## src/rtl/teclado_pkg.sv

```systemverilog
// -----------------------------------------------------------------------------
// teclado_pkg
// Shared definitions for the keypad entry path: key codes produced by
// Driver_teclado, the highest decimal digit code, and the entry FSM state type.
// No ports (package).
// -----------------------------------------------------------------------------
package teclado_pkg;

   localparam logic [4:0] TECLA_BORRAR  = 5'd10;
   localparam logic [4:0] TECLA_LIMPIAR = 5'd14;
   localparam logic [4:0] TECLA_ENTER   = 5'd15;
   localparam logic [4:0] DIGITO_MAX    = 5'd9;

   typedef enum logic {
      EDICION = 1'b0,
      LISTO   = 1'b1
   } estado_t;

endpackage : teclado_pkg

```

## src/rtl/registro_entrada_if.sv

```systemverilog
// -----------------------------------------------------------------------------
// registro_entrada_if
// Bundles the key-event inputs and the entry/commit outputs of registro_entrada.
//   digito        : key code from Driver_teclado (5 bits)
//   cambio_digito : new-key indication, may stay high several cycles
//   ack           : consumer accepts valor
//   entrada       : live edit buffer, BCD, LSD in [3:0]
//   n_dig         : digits currently in the buffer
//   valor         : committed value, BCD
//   valido        : valor is valid, held until acked
//   desborde      : 1-cycle pulse when a digit is rejected (buffer full)
// Modports: master (key source + consumer side), slave (registro_entrada).
// -----------------------------------------------------------------------------
interface registro_entrada_if #(
   parameter int N_DIG = 4
);
   localparam int W  = 4 * N_DIG;
   localparam int NW = $clog2(N_DIG + 1);

   logic [4:0]    digito;
   logic          cambio_digito;
   logic          ack;
   logic [W-1:0]  entrada;
   logic [NW-1:0] n_dig;
   logic [W-1:0]  valor;
   logic          valido;
   logic          desborde;

   modport master (
      output digito, cambio_digito, ack,
      input  entrada, n_dig, valor, valido, desborde
   );

   modport slave (
      input  digito, cambio_digito, ack,
      output entrada, n_dig, valor, valido, desborde
   );

endinterface : registro_entrada_if

```

## src/rtl/registro_entrada_detector_flanco.sv

```systemverilog
// -----------------------------------------------------------------------------
// detector_flanco
// 1-bit rising-edge detector. flanco_o is high in the cycle where sig_i is high
// and its registered copy is still low, so a held level yields one event.
//   clk      : clock
//   rst_n    : asynchronous active-low reset
//   sig_i    : monitored level
//   flanco_o : rising-edge indication (combinational from sig_i)
// -----------------------------------------------------------------------------
module detector_flanco (
   input  logic clk,
   input  logic rst_n,
   input  logic sig_i,
   output logic flanco_o
);

   logic sig_q;

   always_ff @(posedge clk or negedge rst_n) begin
      if (!rst_n) begin
         sig_q <= 1'b0;
      end else begin
         sig_q <= sig_i;
      end
   end

   assign flanco_o = sig_i & ~sig_q;

endmodule : detector_flanco

```

## src/rtl/registro_entrada.sv

```systemverilog
// -----------------------------------------------------------------------------
// registro_entrada
// Keypad entry register downstream of Driver_teclado. Assembles a multi-digit
// BCD number from key events with backspace (10), clear (14, '*') and
// enter (15, '#'), and hands the committed value to a consumer through a
// valido/ack handshake.
//   clk     : system clock, rising edge
//   reset_n : asynchronous active-low reset
//   bus     : registro_entrada_if.slave (digito, cambio_digito, ack in;
//             entrada, n_dig, valor, valido, desborde out)
// Parameters: N_DIG (1..8 digits), TIMEOUT_CICLOS (idle cycles before
// auto-clear).
// Optional feature: define ENTRADA_TIMEOUT_EN to clear a partial entry after
// TIMEOUT_CICLOS idle cycles; without it TIMEOUT_CICLOS is unused.
// -----------------------------------------------------------------------------
module registro_entrada
   import teclado_pkg::*;
#(
   parameter int N_DIG          = 4,
   parameter int TIMEOUT_CICLOS = 50_000_000
) (
   input logic               clk,
   input logic               reset_n,
   registro_entrada_if.slave bus
);

   localparam int            W     = 4 * N_DIG;
   localparam int            NW    = $clog2(N_DIG + 1);
   localparam logic [NW-1:0] N_MAX = NW'(N_DIG);

   logic          evento;
   logic          es_digito, es_borrar, es_limpiar, es_enter;
   logic          enter_ok;
   logic          timeout_hit;

   estado_t       estado_q, estado_d;
   logic [W-1:0]  entrada_q, entrada_d;
   logic [NW-1:0] n_dig_q, n_dig_d;
   logic [W-1:0]  valor_q, valor_d;
   logic          desborde_q, desborde_d;

   detector_flanco u_flanco (
      .clk      (clk),
      .rst_n    (reset_n),
      .sig_i    (bus.cambio_digito),
      .flanco_o (evento)
   );

   // Key decode; codes 11-13 and 16-31 fall through all four and are ignored.
   assign es_digito  = evento && (bus.digito <= DIGITO_MAX);
   assign es_borrar  = evento && (bus.digito == TECLA_BORRAR);
   assign es_limpiar = evento && (bus.digito == TECLA_LIMPIAR);
   assign es_enter   = evento && (bus.digito == TECLA_ENTER);

   // ENTER only commits from EDICION with a non-empty buffer; in LISTO the key
   // is dropped (also when ack arrives in the same cycle).
   assign enter_ok = es_enter && (estado_q == EDICION) && (n_dig_q != '0);

`ifdef ENTRADA_TIMEOUT_EN
   localparam int            CW      = $clog2(TIMEOUT_CICLOS + 1);
   localparam logic [CW-1:0] CNT_FIN = CW'(TIMEOUT_CICLOS - 1);

   logic [CW-1:0] cnt_q, cnt_d;

   // Counts idle cycles while a partial entry exists; any event restarts it.
   always_comb begin
      cnt_d       = cnt_q;
      timeout_hit = 1'b0;
      if (evento || (n_dig_q == '0)) begin
         cnt_d = '0;
      end else if (cnt_q == CNT_FIN) begin
         timeout_hit = 1'b1;
         cnt_d       = '0;
      end else begin
         cnt_d = cnt_q + CW'(1);
      end
   end

   always_ff @(posedge clk or negedge reset_n) begin
      if (!reset_n) begin
         cnt_q <= '0;
      end else begin
         cnt_q <= cnt_d;
      end
   end
`else
   assign timeout_hit = 1'b0;
`endif

   // FSM: state register
   always_ff @(posedge clk or negedge reset_n) begin
      if (!reset_n) begin
         estado_q <= EDICION;
      end else begin
         estado_q <= estado_d;
      end
   end

   // FSM: next state
   always_comb begin
      estado_d = estado_q;
      case (estado_q)
         EDICION: if (enter_ok) estado_d = LISTO;
         LISTO:   if (bus.ack)  estado_d = EDICION;
         default:               estado_d = EDICION;
      endcase
   end

   // FSM: outputs
   always_comb begin
      bus.valido = (estado_q == LISTO);
   end

   // Edit buffer and commit register. timeout_hit is never set in an event
   // cycle, so the chain stays mutually exclusive.
   always_comb begin
      entrada_d  = entrada_q;
      n_dig_d    = n_dig_q;
      valor_d    = valor_q;
      desborde_d = 1'b0;
      if (es_digito) begin
         if (n_dig_q < N_MAX) begin
            entrada_d      = entrada_q << 4;
            entrada_d[3:0] = bus.digito[3:0];
            n_dig_d        = n_dig_q + NW'(1);
         end else begin
            desborde_d = 1'b1;
         end
      end else if (es_borrar) begin
         if (n_dig_q != '0) begin
            // Logical shift brings zero into the MSD.
            entrada_d = entrada_q >> 4;
            n_dig_d   = n_dig_q - NW'(1);
         end
      end else if (es_limpiar || timeout_hit) begin
         entrada_d = '0;
         n_dig_d   = '0;
      end else if (enter_ok) begin
         valor_d   = entrada_q;
         entrada_d = '0;
         n_dig_d   = '0;
      end
   end

   always_ff @(posedge clk or negedge reset_n) begin
      if (!reset_n) begin
         entrada_q  <= '0;
         n_dig_q    <= '0;
         valor_q    <= '0;
         desborde_q <= 1'b0;
      end else begin
         entrada_q  <= entrada_d;
         n_dig_q    <= n_dig_d;
         valor_q    <= valor_d;
         desborde_q <= desborde_d;
      end
   end

   assign bus.entrada  = entrada_q;
   assign bus.n_dig    = n_dig_q;
   assign bus.valor    = valor_q;
   assign bus.desborde = desborde_q;

endmodule : registro_entrada

```

## src/flat_wrapper.sv

```systemverilog
// flat-port wrapper written by rule: the top's interface ports become plain ports
module registro_entrada_flat import teclado_pkg::*;
#(
   parameter int N_DIG          = 4,
   parameter int TIMEOUT_CICLOS = 50_000_000
)
  (clk, reset_n, bus_digito, bus_cambio_digito, bus_ack, bus_entrada, bus_n_dig, bus_valor, bus_valido, bus_desborde);
  registro_entrada_if #(.N_DIG(N_DIG)) bus_i ();
  input logic clk;
  input logic reset_n;
  input wire logic [$bits(bus_i.digito)-1:0] bus_digito;
  input wire logic [$bits(bus_i.cambio_digito)-1:0] bus_cambio_digito;
  input wire logic [$bits(bus_i.ack)-1:0] bus_ack;
  output wire logic [$bits(bus_i.entrada)-1:0] bus_entrada;
  output wire logic [$bits(bus_i.n_dig)-1:0] bus_n_dig;
  output wire logic [$bits(bus_i.valor)-1:0] bus_valor;
  output wire logic [$bits(bus_i.valido)-1:0] bus_valido;
  output wire logic [$bits(bus_i.desborde)-1:0] bus_desborde;
  assign bus_i.digito = bus_digito;
  assign bus_i.cambio_digito = bus_cambio_digito;
  assign bus_i.ack = bus_ack;
  assign bus_entrada = bus_i.entrada;
  assign bus_n_dig = bus_i.n_dig;
  assign bus_valor = bus_i.valor;
  assign bus_valido = bus_i.valido;
  assign bus_desborde = bus_i.desborde;
  registro_entrada #(.N_DIG(N_DIG), .TIMEOUT_CICLOS(TIMEOUT_CICLOS)) u_core (.clk(clk), .reset_n(reset_n), .bus(bus_i));
endmodule
```

## config.mk

```make
export PLATFORM = sky130hd
export DESIGN_NAME = registro_entrada_flat
export DESIGN_NICKNAME = d
export VERILOG_FILES = /design/src/rtl/teclado_pkg.sv /design/src/rtl/registro_entrada_if.sv /design/src/rtl/registro_entrada_detector_flanco.sv /design/src/rtl/registro_entrada.sv /design/src/flat_wrapper.sv
export SDC_FILE = /design/constraint.sdc
export NUM_CORES = 1
export LEC_CHECK = 0
export CAP_MARGIN = 30
export CORE_MARGIN = 2
export CORE_UTILIZATION = 48
export DETAILED_ROUTE_END_ITERATION = 16
export GPL_ROUTABILITY_DRIVEN = 0
export PLACE_DENSITY = 0.78
export SKIP_LAST_GASP = 1
export SYNTH_ARGS = -nofsm -noshare
export SYNTH_HDL_FRONTEND = slang
export SYNTH_SLANG_ARGS = --single-unit
```

## constraint.sdc

```tcl
create_clock -name clk -period 2.2 [get_ports clk]
set_clock_uncertainty 0.1 [all_clocks]
set_input_delay 0.44 -clock clk [delete_from_list [all_inputs] [get_ports clk]]
set_output_delay 0.44 -clock clk [all_outputs]
set_load 0.01 [all_outputs]
```

Word-level counts from Yosys, hierarchy flattened --
Index checks and enable logic that the tools add are counted.
Word-level totals: register bits after elaboration 38, bits in latches 0, bits in writable memories 0, ROM bits 0, output and inout bits 37, memories 0
Operators by class: add/subtract/negate cells 2, $mul 0, divide/modulo/power cells 0, magnitude comparators 2, eq/ne operators 5, shift operators 0, multiplexer cells 17, bitwise logic cells 6, reductions and logical operators 10
Operators with widths (number):
- $mux W16 | 6
- $mux W3 | 6
- $eq A5 B4 Y1 const B | 3
- $logic_and A1 B1 Y1 | 6
- $le A5 B4 Y1 const B | 1
- $not A1 Y1 | 5
- $mux W1 | 4
- $reduce_and A4 Y1 | 1
- $reduce_bool A4 Y1 | 1
- $add A3 B1 Y3 const B | 1
- $lt A3 B3 Y1 const B | 1
- $ne A3 B2 Y1 const B | 1
- $reduce_and A3 Y1 | 1
- $reduce_bool A3 Y1 | 1
- $sub A3 B1 Y3 const B | 1
- $ne A2 B2 Y1 const B | 1
- $pmux W1 S2 | 1
- $and A1 B1 Y1 | 1

Logic depth before layout (Yosys ltp) --
Gate-level depths: netlist (run 1).
depth in word-level cells 9, mapped depth 8, depth with buffers taken out 6

By module --
A second synthesis (run 1) with hierarchy kept.
Second synthesis, totals: cell total of the unflattened synthesis 124, area, all modules 1735.4 µm²
Modules (own cells, without submodules):
- registro_entrada | times used 1, cells an instance 122, area an instance 1696.6 µm²
- detector_flanco | times used 1, cells an instance 2, area an instance 38.8 µm²

Worst setup path before layout (run 1) --
OpenSTA, ideal clock, no wires.
path type input-to-reg, from input bus_digito[4], to register u_core.entrada_q[10], in the netlist u_core.bus.entrada[10], arrival 1.808 ns, required time 1.975 ns, setup slack 0.168 ns, stages on the path 5, path buffers 1, path through nor3b_4 > nand4_4 > o211ai_2 > buf_6 > mux2_2
Between the ends: longest elaborated chain between the ends 6, elaborated cells between the ends (all ways) 17
RTL lines:
- from (decl) | RTL line flat_wrapper.sv:11 | input wire logic [$bits(bus_i.digito)-1:0] bus_digito;
- parallel branches: the longest is 6 deep, another holds $le A5 B4 Y1
- to (signal assigned) | RTL line registro_entrada.sv:152 | entrada_q <= entrada_d;
- to (decl) | RTL line registro_entrada.sv:37 | logic [W-1:0] entrada_q, entrada_d;
Parallel ways; which one is timed is not known. A chain may end at the register's enable or synchronous reset.

Final worst setup path (run 1) --
from input bus_cambio_digito, to register u_core.valor_q[3], in the netlist u_core.bus.valor[3]
Between the ends: longest elaborated chain between the ends 5, elaborated cells between the ends (all ways) 11
RTL lines:
- from (decl) | RTL line flat_wrapper.sv:12 | input wire logic [$bits(bus_i.cambio_digito)-1:0] bus_cambio_digito;
- $and A1 B1 Y1 (*) | RTL line registro_entrada_detector_flanco.sv:27 | assign flanco_o = sig_i & ~sig_q;
- $logic_and A1 B1 Y1 | RTL line registro_entrada.sv:53 | assign es_enter = evento && (bus.digito == TECLA_ENTER);
- $logic_and A1 B1 Y1 (2 in a row) | RTL line registro_entrada.sv:57 | assign enter_ok = es_enter && (estado_q == EDICION) && (n_dig_q != '0);
- $reduce_and A4 Y1 (no source line) (*)
- to (signal assigned) | RTL line registro_entrada.sv:154 | valor_q <= valor_d;
- to (decl) | RTL line registro_entrada.sv:39 | logic [W-1:0] valor_q, valor_d;
Every way passes the cells marked *; elsewhere a longest branch is shown, timed or not.

==> results of run 1 <==
==> power breakdown <==
group	internal, µW	switching, µW
clock network	212	226
logic	231	179
registers	760	64.6
==> cell usage in the layout (no fill, tap or decap) <==
cell and instances:
a21boi_1 1, buf_4 19, a21oi_1 1, clkbuf_8 5
o211ai_2 1, dfrtp_1 38, o211ai_1 1, o21ai_1 1
mux2_2 17, clkdlybuf4s50_1 44, inv_1 8, and4bb_2 1
o2111ai_1 2, nor2b_1 4, mux2_4 9, clkinv_2 2
nand4_4 1, buf_2 1, nor2_1 1, nand2b_1 1
a22o_1 9, o21ai_0 5, o2bb2ai_1 1, buf_12 2
mux2i_1 9, or2_1 1, and2_1 3, nor3b_4 1
nand3_1 4, ha_1 3, nand2_1 5
==> logic make-up (layout without fill, tap and decap cells) <==
family	after synthesis	count (layout)	synth area share, %
AO/OA/AOI/OAI	22	22	9.27
buffers and inverters	14	81	4.70
AND/OR/NAND/NOR	22	22	8.37
flip-flops	38	38	52.6
multiplexers	35	35	23.0
adder cells (fa/ha/maj)	3	3	2.07
==> synthesized netlist by cell type, drive strengths merged <==
| master | count |
|---|---|
| nand2b | 1 |
| nor2b | 4 |
| nand4 | 1 |
| buf | 4 |
| a21oi | 1 |
| a21boi | 1 |
| a22o | 9 |
| clkbuf | 2 |
| nand2 | 5 |
| inv | 8 |
| or2 | 1 |
| o2bb2ai | 1 |
| and4bb | 1 |
| o21ai | 6 |
| o211ai | 2 |
| dfrtp | 38 |
| mux2i | 9 |
| ha | 3 |
| o2111ai | 2 |
| and2 | 3 |
| nor3b | 1 |
| nor2 | 1 |
| mux2 | 26 |
| nand3 | 4 |
==> critical path, cell delays in order <==
cell and delay [ns]:
clkdlybuf4s50_1 0.49, nor3b_4 0.21, buf_4 0.17, nand4_4 0.12, or2_1 0.27, buf_4 0.20
mux2_4 0.31
==> through the flow <==
stage / area [µm²] / power [µW] / hold slack [ns] / util (%) / setup slack [ns]
final: 2520 / 1670 / 0.0857 / 69.4 / 0.0454
after global routing: 2520 / 1780 / 0.126 / 69.4 / 0.00199
after CTS: 2520 / 1690 / 0.103 / 69.4 / 0.0540
after detailed placement: 2430 / 1250 / 0.393 / 67.0 / -0.311
after global placement: 2430 / 1220 / 0.388 / 67.0 / -0.171
after floorplan: 1810 / 1010 / 0.0444 / - / 0.168
==> timing repair <==
action | CTS | global route
endpoints found under the setup margin | 5 | 11
gates resized for setup | 0 | 1
buffers inserted | 1 | 0
==> cell type report <==
cell class	count	share of cell area [%]
Clock buffer	5	2.73
Clock inverter	2	0.397
Inverter	8	1.19
Multi-Input combinational cell	82	30.7
Sequential cell	38	37.7
Tap cell	48	2.38
Timing Repair Buffer	66	24.9
==> worst max-delay path by stage <==
| stage | slack (ns) | to | start | depth (start not counted) |
|---|---|---|---|---|
| floorplan | 0.17 | u_core.bus.entrada[10] | bus_digito[4] | 5 |
| global placement | -0.17 | u_core.bus.entrada[6] | bus_cambio_digito | 7 |
| detailed placement | -0.31 | u_core.bus.entrada[3] | bus_cambio_digito | 7 |
| CTS | 0.05 | u_core.bus.valor[3] | bus_cambio_digito | 7 |
| global route | 0.002 | u_core.bus.valor[3] | bus_cambio_digito | 7 |
| finish | 0.05 | u_core.bus.valor[3] | bus_cambio_digito | 7 |
==> metal layers <==
layer  global-route usage (%)  up-vias  part of all wire [%]
met5                        0        -                     0
met4                     4.43        0                   1.0
met3                     6.85        6                   6.4
met2                     37.0       44                    49
met1                     26.3      647                    44
li1                         -      608                     -
==> flip-flops by register name (all words and copies together), names as in the netlist <==
name                   count
u_core.bus.desborde        1
u_core.bus.entrada        16
u_core.bus.valor          16
u_core.bus.n_dig           3
u_core.bus.valido          1
u_core.u_flanco.sig_q      1
==> metrics.txt, run 1 <==
Ys Warns 0; critical setup path kind in -> reg; Min-Delay Path Class in -> async; Die X 65.4 µm; setup TNS 0 ns; Worst VDD drop 440 µV; remaining antenna violation count 0; Pwr per Cell Area 664 nW/µm²; synthesized instance count 134; final wirelength 4.02 mm; Mapped Area 1810 µm²; Post-Syn Nets 146; P_leak 0.00118 µW; core area 3630 µm²; Worst-path clk slew 0.07 ns; full die area 4280 µm²; RSZ-0062 raised after global routing false; input/output buffers 45; Fill cells 279; CTS tree done; Hold Buf Count CTS 0; area of the multi-input gates 773 µm²; Worst setup SP type input port; R2R setup slack 0.29 ns; I/O pin count 46; Layout Cells excl Fill 249; # setup viols final 0; Inserted Clock Buffers 5; Synth-to-Final Area Change 39.4%; number of global-route vias before repair 1409; Clock Tree Buf Depth 2; first-pass GRT wire length 6.91 mm; WP data arrival 2.22 ns; fin crit share 97.9%; die height 65.4 µm; Critical Path Fanout Max 8; Slew HR 68.1%; layout cells sized above 1 29.4%; synth top area cells dfrtp_1, mux2_2, mux2_4, mux2i_1, a22o_1; drt pass-1 iters 4; CP endpoint kind flop; R2R Path End u_core.bus.entrada[11]; starting density of the core 49.8%; initial antenna violation count 0; DR WL/cell 16.1 µm; Syn Area/Cell 13.5 µm²; vias per cell 5.24; final hold vios 0; register area 951 µm²; Placed Instances 241; dpl hpwl 2.97 mm; top cell type's share of synthesized area 52.6%; RR Startpoint u_core.bus.n_dig[0]; cell taking the most area after synthesis dfrtp_1; Num Clock Sinks 38; DRC 0; GRT Residual Overflow 0; Vias 1305; largest net degree at the start of global routing 39; Clk Latency, worst-skew pair 0.29 ns; max cap viols 0; Worst Path Required 2.27 ns; DR iter-0 viols 53; Tmin final 2.15 ns; H-tree Lvls 2; Slew @ Worst Pin 0.479 ns; gr usage total 21.4%; nets@finish 213; Distinct cells, synth 28; Core Rows 22; Achievable Freq 464 MHz; Ant. Diodes 0; Slew Viols, Final 0; status finished, final reports clean; Seq/Total Area, Yosys 52.6%; root buf cell clkbuf_8; Yosys reg bits 38; cells on worst reg2reg path 7
No activity file was read; power rests on OpenSTA's default activity.
==> run 2: changes to the inputs <==
--- a/config.mk
+++ b/config.mk
@@ -10,8 +10,10 @@
 export CORE_UTILIZATION = 48
 export DETAILED_ROUTE_END_ITERATION = 16
 export GPL_ROUTABILITY_DRIVEN = 0
+export HOLD_SLACK_MARGIN = 0.05
 export PLACE_DENSITY = 0.78
 export SKIP_LAST_GASP = 1
 export SYNTH_ARGS = -nofsm -noshare
 export SYNTH_HDL_FRONTEND = slang
 export SYNTH_SLANG_ARGS = --single-unit
+export TNS_END_PERCENT = 20
==> results of run 2 <==
Final layout, timing and power as in run 1 (identical DEF).
==> run 3: changes to the inputs <==
--- a/config.mk
+++ b/config.mk
@@ -6,8 +6,9 @@
 export NUM_CORES = 1
 export LEC_CHECK = 0
 export CAP_MARGIN = 30
-export CORE_MARGIN = 2
+export CORE_MARGIN = 10
 export CORE_UTILIZATION = 48
+export CTS_CLUSTER_DIAMETER = 100
 export DETAILED_ROUTE_END_ITERATION = 16
 export GPL_ROUTABILITY_DRIVEN = 0
 export HOLD_SLACK_MARGIN = 0.05
==> constraint.sdc (replaced) <==
create_clock -name clk -period 2.03 [get_ports clk]
set_clock_uncertainty 0.1 [all_clocks]
set_input_delay 0.406 -clock clk [delete_from_list [all_inputs] [get_ports clk]]
set_output_delay 0.406 -clock clk [all_outputs]
set_load 0.01 [all_outputs]
==> metrics.txt, run 3 (synthesized netlist as in run 1, its figures left out) <==
critical setup path kind reg -> reg; Slew @ Worst Pin 0.454 ns (-0.0244 ns); Worst-path clk slew 0.07 ns (about the same); commonest cells after routing, fill and taps aside clkdlybuf4s50_1, dfrtp_1, buf_4, mux2_2, mux2_4; Ant. Diodes 0 (unchanged); Inserted Clock Buffers 5 (unchanged); Worst setup SP type flop; DRC 0 (unchanged); die height 81.4 µm (+24%); input/output buffers 45 (unchanged); CTS tree done; I/O pin count 46 (unchanged); status finished, final reports clean; max cap viols 0 (unchanged); Num Clock Sinks 38 (unchanged); nets@finish 217 (+1.9%); largest net degree at the start of global routing 39 (unchanged); P_leak 0.00126 µW (+6.7%); Clk Latency, worst-skew pair 0.29 ns (about the same); final hold vios 0 (unchanged); WP data arrival 2.03 ns (-0.19 ns); fin crit share 96.0%; Achievable Freq 513 MHz; remaining antenna violation count 0 (unchanged); Clock Tree Buf Depth 2 (unchanged); Tmin final 1.95 ns; Slew HR 69.7% (+1.6 points); Worst Path Required 2.11 ns (-0.16 ns); Worst VDD drop 485 µV (+10%); Placed Area 2420 µm² (-0.62%); starting density of the core 49.4% (-0.37 points); cells on worst reg2reg path 6 (-1); final wirelength 4.75 mm (+18%); initial antenna violation count 0 (unchanged); drt pass-1 iters 4 (unchanged); Min-Delay Path Class in -> async; Pwr per Cell Area 720 nW/µm² (+8.5%); Fill cells 267 (-4.3%); number of global-route vias before repair 1429 (+1.4%); dpl hpwl 3.45 mm (+16%); root buf cell clkbuf_8; Vias 1347 (+3.2%); # setup viols final 0 (unchanged); H-tree Lvls 2 (unchanged); DR iter-0 viols 71 (+34%); full die area 6630 µm² (+55%); Slew Viols, Final 0 (unchanged); Synth-to-Final Area Change 44.3%; Core Rows 22 (unchanged); gr usage total 14.5% (-6.9 points); most common cell after layout, fill and taps aside clkdlybuf4s50_1; final instance area 2610 µm² (+3.6%); vias per cell 5.35 (+2.0%); Critical Path Fanout Max 8 (unchanged); Die X 81.4 µm (+24%); layout cells sized above 1 31.9% (+2.5 points); GRT Residual Overflow 0 (unchanged); first-pass GRT wire length 7.28 mm (+5.4%); Tot Pwr 1880 µW (+12%); core area 3660 µm² (+0.76%); DR WL/cell 18.8 µm (+17%); CP endpoint kind flop
run 3: cell types whose count changed in the layout (fill, tap and decap cells not counted), moves of 2 or more:
cell / previous run / this run
clkdlybuf4s50_1: 44 / 39
clkinv_2: 2 / 0
dlymetal6s2s_1: 0 / 5
mux2_2: 17 / 15
mux2_4: 9 / 11
run 3: path summary, 6_finish.rpt:
check / slack [ns] / from / to
worst max-delay path: 0.08 / u_core.u_flanco.sig_q / u_core.bus.entrada[6]
max in group asynchronous: 1.47 / reset_n / u_core.bus.n_dig[0]
worst min register to register: 0.41 / u_core.bus.valor[4] / u_core.bus.valor[4]
worst min-delay path: 0.04 / reset_n / u_core.bus.valor[2]
min in group clk: 0.15 / bus_cambio_digito / u_core.u_flanco.sig_q
worst max register to register: 0.08 / u_core.u_flanco.sig_q / u_core.bus.entrada[6]
run 3: final cells by class:
type                            instances  area [µm²]  area share (%)
Sequential cell                        38         951            36.4
Multi-Input combinational cell         82         793            30.4
Timing Repair Buffer                   70         694            26.6
Clock buffer                            6        82.6            3.16
Tap cell                               48        60.1            2.30
Inverter                                8        30.0            1.15
run 3: power by group:
part,switching [µW],internal (µW),total [µW]
Clock,253,262,515
Combinational,209,263,471
Sequential,70.2,824,894
Total,532,1350,1880
run 3: worst max-delay path, stage by stage (launching register included):
cell and delay (ns):
dfrtp_1 0.39, nor3b_4 0.33, nand4_4 0.17, o211ai_2 0.25, buf_12 0.14, buf_8 0.12, mux2_2 0.32
run 3: layer usage:
metal	track usage (%)	routed length [µm]
met1	15.6	1900
met5	0	0
met2	24.2	2400
met4	7.27	136
met3	5.74	310
run 3: what timing repair did:
item | in CTS | in global routing
setup endpoints to repair | 13 | 27
resized for setup | 1 | 14
pin swaps | 1 | 5
buffers inserted | 0 | 7
hold buffers | 0 | 0
run 3: through the flow:
stage	cells	utilization, %	worst slack (ns)	TNS [ns]	hold WS, ns
6_report	252	71.3	0.0807	0	0.0430
5_1_grt	252	71.3	-0.0244	-0.163	0.0969
4_1_cts	245	68.4	0.00193	0	0.0637
3_5_place_dp	239	66.1	-0.434	-10.81	0.376
3_3_place_gp	239	66.1	-0.341	-8.36	0.371
2_1_floorplan	134	-	0.0318	0	0.0104
